**src/rtl/int8_to_int32_in_pkg.sv**
```systemverilog
// -----------------------------------------------------------------------------
// int8_to_int32_in_pkg
// Shared types and constants for the uint8 -> int32 input requantizer.
//   dqnt_state_t : FSM state encoding (IDLE, MULT, SHIFT, OUT)
//   INT32_MAX/MIN: saturation bounds, held as 64-bit signed so the clamp
//                  compares against the full-width intermediate result
//   DQNT_MAX_N   : largest supported left-shift exponent n
//   dqnt_shift() : converts exponent n into the right-shift amount 31-min(n,30)
// -----------------------------------------------------------------------------
package int8_to_int32_in_pkg;

  typedef enum logic [1:0] {
    IDLE  = 2'd0,
    MULT  = 2'd1,
    SHIFT = 2'd2,
    OUT   = 2'd3
  } dqnt_state_t;

  localparam logic signed [63:0] INT32_MAX  = 64'sd2147483647;
  localparam logic signed [63:0] INT32_MIN  = -64'sd2147483648;
  localparam int                 DQNT_MAX_N = 30;

  // Right-shift amount is always in 1..31, so the rounding constant
  // 2^(s-1) is always well defined.
  function automatic logic [5:0] dqnt_shift(input logic [4:0] n);
    logic [4:0] n_c;
    n_c = (n > 5'(DQNT_MAX_N)) ? 5'(DQNT_MAX_N) : n;
    return 6'd31 - {1'b0, n_c};
  endfunction

endpackage

```
**src/rtl/int8_to_int32_in_round_shift_sat.sv**
```systemverilog
// -----------------------------------------------------------------------------
// int8_to_int32_in_round_shift_sat
// Combinational SHIFT-stage arithmetic: rounded arithmetic right shift of a
// 64-bit signed product, bias addition and saturation to int32.
//   prod_i  in  64  signed product diff*M0
//   shift_i in  6   right-shift amount s (1..31)
//   bias_i  in  32  signed bias, added after the shift
//   data_o  out 32  clamp(((prod + 2^(s-1)) >>> s) + bias, INT32_MIN, INT32_MAX)
// -----------------------------------------------------------------------------
module int8_to_int32_in_round_shift_sat
  import int8_to_int32_in_pkg::*;
(
  input  logic signed [63:0] prod_i,
  input  logic        [5:0]  shift_i,
  input  logic signed [31:0] bias_i,
  output logic signed [31:0] data_o
);

  logic signed [63:0] half;
  logic signed [63:0] rounded;
  logic signed [63:0] shifted;
  logic signed [63:0] biased;

  always_comb begin
    // Adding 2^(s-1) before an arithmetic (floor) shift rounds half toward +inf.
    half    = (shift_i == 6'd0) ? 64'sd0 : (64'sd1 <<< (shift_i - 6'd1));
    rounded = prod_i + half;
    shifted = rounded >>> shift_i;
    biased  = shifted + $signed({{32{bias_i[31]}}, bias_i});
    if (biased > INT32_MAX) begin
      data_o = 32'sh7FFF_FFFF;
    end else if (biased < INT32_MIN) begin
      data_o = 32'sh8000_0000;
    end else begin
      data_o = biased[31:0];
    end
  end

endmodule

```
**src/rtl/int8_to_int32_in.sv**
```systemverilog
// -----------------------------------------------------------------------------
// int8_to_int32_in
// Rescales a uint8 activation q with zero-point z into the int32 domain:
//   data = sat32(round((q - z) * M0 / 2^(31-n)) + bias)
// Non-pipelined 4-state FSM (IDLE -> MULT -> SHIFT -> OUT), one sample in
// flight, valid/ready handshakes on both sides.
// Ports:
//   clk_i, rst_i                 clock, asynchronous active-high reset
//   dqnt_valid_i / dqnt_ready_o  input handshake (ready only in IDLE)
//   dqnt_data_i, dqnt_z_i        uint8 activation and zero-point
//   dqnt_m0_i                    Q0.31 multiplier (bit 31 ignored)
//   dqnt_n_i                     exponent n, values above 30 act as 30
//   dqnt_b_i                     signed bias added after scaling
//   dqnt_valid_o / dqnt_ready_i  output handshake (ready_i used only in OUT)
//   dqnt_data_o                  registered int32 result
//   dqnt_count_o                 completed output handshakes, wraps
// -----------------------------------------------------------------------------
module int8_to_int32_in
  import int8_to_int32_in_pkg::*;
#(
  parameter int IN_RES  = 8,
  parameter int OUT_RES = 32,
  parameter int CNT_RES = 16
) (
  input  logic               clk_i,
  input  logic               rst_i,
  input  logic               dqnt_valid_i,
  output logic               dqnt_ready_o,
  input  logic [IN_RES-1:0]  dqnt_data_i,
  input  logic [IN_RES-1:0]  dqnt_z_i,
  input  logic [OUT_RES-1:0] dqnt_m0_i,
  input  logic [4:0]         dqnt_n_i,
  input  logic [OUT_RES-1:0] dqnt_b_i,
  output logic               dqnt_valid_o,
  output logic [OUT_RES-1:0] dqnt_data_o,
  input  logic               dqnt_ready_i,
  output logic [CNT_RES-1:0] dqnt_count_o
);

  dqnt_state_t               state_q;
  logic signed [IN_RES:0]    diff_q;
  logic [OUT_RES-1:0]        m0_q;
  logic [OUT_RES-1:0]        bias_q;
  logic [5:0]                shift_q;
  logic signed [63:0]        prod_q;
  logic [OUT_RES-1:0]        data_q;
  logic                      valid_q;
  logic [CNT_RES-1:0]        count_q;

  logic signed [IN_RES:0]    diff_d;
  logic [OUT_RES-1:0]        m0_d;
  logic [5:0]                shift_d;
  logic signed [63:0]        prod_d;
  logic [CNT_RES-1:0]        count_d;
  logic signed [31:0]        sat_data;
  logic                      accept;
  logic                      out_hs;

  // Zero-extend both operands before subtracting so the 9-bit result covers
  // the full -255..255 range.
  assign diff_d  = $signed({1'b0, dqnt_data_i}) - $signed({1'b0, dqnt_z_i});
  // M0 is a positive Q0.31 fraction; a set top bit is simply dropped.
  assign m0_d    = dqnt_m0_i & {1'b0, {(OUT_RES-1){1'b1}}};
  assign shift_d = dqnt_shift(dqnt_n_i);
  assign prod_d  = $signed({{(64-IN_RES-1){diff_q[IN_RES]}}, diff_q})
                 * $signed({{(64-OUT_RES){1'b0}}, m0_q});
  assign count_d = count_q + {{(CNT_RES-1){1'b0}}, 1'b1};

  // Ready is forced low while reset is held, even though the state is IDLE.
  assign dqnt_ready_o = (state_q == IDLE) && !rst_i;
  assign accept       = dqnt_valid_i && (state_q == IDLE);
  assign out_hs       = valid_q && dqnt_ready_i;

  int8_to_int32_in_round_shift_sat u_round_shift_sat (
    .prod_i  (prod_q),
    .shift_i (shift_q),
    .bias_i  ($signed(bias_q)),
    .data_o  (sat_data)
  );

  always_ff @(posedge clk_i or posedge rst_i) begin
    if (rst_i) begin
      state_q <= IDLE;
      diff_q  <= '0;
      m0_q    <= '0;
      bias_q  <= '0;
      shift_q <= '0;
      prod_q  <= '0;
      data_q  <= '0;
      valid_q <= 1'b0;
      count_q <= '0;
    end else begin
      case (state_q)
        IDLE: begin
          if (accept) begin
            diff_q  <= diff_d;
            m0_q    <= m0_d;
            bias_q  <= dqnt_b_i;
            shift_q <= shift_d;
            state_q <= MULT;
          end
        end
        MULT: begin
          prod_q  <= prod_d;
          state_q <= SHIFT;
        end
        SHIFT: begin
          data_q  <= sat_data;
          valid_q <= 1'b1;
          state_q <= OUT;
        end
        OUT: begin
          // data_q is held until the downstream handshake completes.
          if (out_hs) begin
            valid_q <= 1'b0;
            count_q <= count_d;
            state_q <= IDLE;
          end
        end
        default: state_q <= IDLE;
      endcase
    end
  end

  assign dqnt_valid_o = valid_q;
  assign dqnt_data_o  = data_q;
  assign dqnt_count_o = count_q;

endmodule

```
**config.mk**
```make
export PLATFORM = sky130hd
export DESIGN_NAME = int8_to_int32_in
export DESIGN_NICKNAME = d
export VERILOG_FILES = /design/src/rtl/int8_to_int32_in_pkg.sv /design/src/rtl/int8_to_int32_in_round_shift_sat.sv /design/src/rtl/int8_to_int32_in.sv
export SDC_FILE = /design/constraint.sdc
export NUM_CORES = 1
export LEC_CHECK = 0
export BUFFER_PORTS_ARGS = -buffer_cell sky130_fd_sc_hd__buf_4
export CORE_MARGIN = 5
export CORE_UTILIZATION = 30
export DETAILED_ROUTE_END_ITERATION = 12
export GPL_TIMING_DRIVEN = 0
export RECOVER_POWER = 100
export SLEW_MARGIN = 20
export SYNTH_ARGS = -nofsm -noshare
export SYNTH_HDL_FRONTEND = slang
export SYNTH_SLANG_ARGS = --single-unit
export TNS_END_PERCENT = 30
```
**constraint.sdc**
```tcl
create_clock -name clk_i -period 21.1 [get_ports clk_i]
set_clock_uncertainty 0.15 [all_clocks]
set_input_delay 2.11 -clock clk_i [delete_from_list [all_inputs] [get_ports clk_i]]
set_output_delay 2.11 -clock clk_i [all_outputs]
set_load 0.01 [all_outputs]
```
==> summary.txt <==
Run status
  • Status: finished, violations left
  • Failing checks: max-capacitance violations, max-slew violations

Synthesis
  • Fraction of registers with async set/reset: 100%
  • Synthesized netlist cell count: ~3500
  • Main combinational cell family by area after synthesis: adder cells
  • Synthesized-area fraction occupied by ao, oa, aoi and oai cells: between 20 and 25%
  • Area of the mapped netlist: 29000 µm²
  • Number of distinct library cells after synthesis: 86
  • Synth top area cells: dfrtp_1, fa_1, ha_1
  • Syn. warnings: 0
  • Main flop type after synthesis: dfrtp_1
  • Register bit count reported by yosys: 169
  • Xor/xnor share of the synthesized area: under 10%
  • Library cell with the largest summed area after synthesis: dfrtp_1
  • Post-synthesis area per instance: just over 8 µm²
  • Post-synthesis adder-cell area fraction: 24.6%
  • Number of enable flip-flop cells after synthesis: 0
  • Fraction of post-synthesis cell area in the top cell type by area: between 10 and 15%
  • Post-Synth Simple-Gate Area: 18.7%
  • Proportion of synthesized chip area in sequential cells: 14.6%
  • Mux contribution to synthesized area: under 10%

Worst setup path
  • Worst reg2reg setup slack: 5.68 ns
  • Crit Path Category: reg -> reg
  • CP Max Fanout: 10
  • Worst-case reg-to-reg path depth: 37
  • Longest individual stage delay on the worst path: 1.53 ns
  • Top cell by count, worst path: clkbuf_1
  • Nature of the critical path endpoint: flop
  • Data arrival time of the worst path: 15.63 ns
  • Max stage delay cell, worst path: o41ai_1
  • Capture instance of the worst register-to-register path: dqnt_data_o[26]$_DFFE_PP0P_
  • Kind of launch point of the worst setup path: flop
  • CP required: 21.32 ns
  • R2R Path Start: shift_q[2]$_DFFE_PP0P_

Detailed routing
  • Initial DRC count: roughly 2500
  • Final routed wirelength across all metal layers: roughly 110000 µm
  • Drt drc: 0
  • Vias: ~28000
  • Remaining antenna violation count: 0
  • Vias per cell: ~5.6
  • 1st-pass router iterations: 5
  • Post-DR wirelength/cell: 20.9 µm

Global routing
  • Pin count of the biggest net entering global routing: 94
  • Remaining global-route overflow: 0
  • Antenna violations before repair: 0
  • Wire length of the first global-routing pass: 163000 µm
  • Vias in the first global route: between 20000 and 30000
  • Overall global routing resource usage: 20.0%

Cells and area
  • Antenna Diode Count: 0
  • Commonest cells after routing, fill and taps aside: nand2_1, clkbuf_1, ha_1
  • Most frequent standard cell in the layout excluding fill and tap cells: nand2_1
  • Net total in the final layout: 4265
  • Layout overhead on the synthesized area: 10.7%
  • Fraction of final layout cells with drive strength greater than 1: 8.42%

Timing
  • Post-route minimum period: 15.42 ns
  • Least-Margin Pin Slew: slightly below 5 ns
  • Post-Route Setup TNS: 0 ns
  • RSZ-0062 raised after global routing: false
  • Relative slew slack: -231%
  • Max Slew Vio Count: 177
  • Peak Freq: between 0.06 and 0.07 GHz
  • Final setup violation count: 0
  • Final count of hold timing violations: 0
  • Fin crit share: 73.1%

Min path
  • Hold Path Cell Cnt: 1
  • Type of the tightest min-delay check: reg -> reg
  • Start point of the worst min-delay path: dqnt_count_o[15]$_DFFE_PP0P_
  • Hold worst-path end: dqnt_count_o[15]$_DFFE_PP0P_

Floorplanning
  • Count of pins on the block boundary: about 140
  • Initial core utilization: around 30%
  • Die boundary width: 321 µm
  • Total Die Area: 103000 µm²
  • Die Y: 321 µm
  • Core area: 96300 µm²
  • Placement Rows: 114

Clock network
  • Number of buffers on the longest clock path: 2
  • Clock Tree Root: clkbuf_16
  • Total CTS buffers: 17
  • Clock tree from TritonCTS: done
  • Later-pin clock latency in the skew report: 0.50 ns
  • Register clock-pin slew on the reported worst setup and hold paths: about 0.09 ns
  • CTS sink count: 169
  • Post-CTS Setup Bufs: 0
  • Number of H-tree levels: 4
  • CTS resizes: 0
  • Number of buffers inserted for hold repair after clock tree synthesis: 0

Place
  • Final HPWL DP: between 80000 and 90000 µm
  • Routability congestion estimate: 0.967
  • Port bufs: 137

Job
  • Reported max-cap violation count: 3
[worst max-delay path by stage]
stage | start | to | cells past startpoint
2_1_floorplan | shift_q[2]$_DFFE_PP0P_ | dqnt_data_o[10]$_DFFE_PP0P_ | 37
3_3_place_gp | shift_q[2]$_DFFE_PP0P_ | dqnt_data_o[29]$_DFFE_PP0P_ | 37
3_5_place_dp | shift_q[2]$_DFFE_PP0P_ | dqnt_data_o[29]$_DFFE_PP0P_ | 38
4_1_cts | shift_q[2]$_DFFE_PP0P_ | dqnt_data_o[23]$_DFFE_PP0P_ | 38
5_1_grt | shift_q[2]$_DFFE_PP0P_ | dqnt_data_o[0]$_DFFE_PP0P_ | 37
6_report | shift_q[2]$_DFFE_PP0P_ | dqnt_data_o[26]$_DFFE_PP0P_ | 37
[cells in the mapped netlist, drive strengths merged, types with 27 or more instances]
cell and number:
clkbuf 187, a211oi 50, o22ai 40, fa 207
o21a 39, nand4 53, nor3 62, or3 29
nand2 392, inv 232, nor2 227, o211ai 42
a31oi 32, o21bai 29, o21ai 217, nand3 64
xor2 53, and3 27, nand2b 59, dfrtp 169
a21oi 222, xnor2 101, mux2i 71, and2 118
buf 36, ha 239, a21o 88, mux2 141
[area by class of cell]
cell class | count | area, µm²
clock buffers | 17 | 425
repair buffers | 138 | 830
multi-input cells | 2948 | 23100
fillers | 10298 | 64200
clock inverters | 15 | 178
plain buffers | 223 | 850
flip-flops and latches | 169 | 4230
inverters | 233 | 876
well taps | 1276 | 1600
[worst max-delay path, delay by kind of cell (launching register included)]
family | cells | cell delay [ns]
AO/OA/AOI/OAI | 10 | 4.75
adder cells (fa/ha/maj) | 3 | 1.02
buffers and inverters | 8 | 3.04
flip-flops | 1 | 0.37
multiplexers | 5 | 1.98
AND/OR/NAND/NOR | 11 | 3.92
[registers in the layout, indices dropped and copies added (netlist names)]
register	count
state_q	2
dqnt_valid_o	1
m0_q	31
prod_q	41
dqnt_data_o	32
shift_q	5
bias_q	32
dqnt_count_o	16
diff_q	9
[stage by stage]
| step | utilization, % | instances | hold WS, ns | instance area [µm²] | setup slack (ns) |
|---|---|---|---|---|---|
| floorplan | - | 3573 | 0.336 | 29100 | 11.03 |
| global placement | 32.9 | 4986 | 0.316 | 31700 | 8.08 |
| detailed placement | 33.0 | 4987 | 0.337 | 31800 | 8.11 |
| CTS | 33.6 | 5019 | 0.347 | 32400 | 8.05 |
| global route | 33.3 | 5019 | 0.365 | 32100 | 4.89 |
| finish | 33.3 | 5019 | 0.344 | 32100 | 5.68 |
[logic make-up after synthesis]
family / count (synthesis)
AO/OA/AOI/OAI: 954
buffers and inverters: 456
AND/OR/NAND/NOR: 1126
multiplexers: 235
adder cells (fa/ha/maj): 446
XOR/XNOR: 155
flip-flops: 169
other: 1
[routing by layer]
metal	vias to the layer above	GRT usage, %	wire, µm
li1	12973	-	-
met1	13689	27.8	47300
met2	1074	32.0	47400
met3	166	3.68	7490
met4	0	5.42	2860
met5	-	0	0
Power is left out: the tool's default activity adds up to more than one toggle a clock period on the data nets, which glitch-free logic cannot reach.
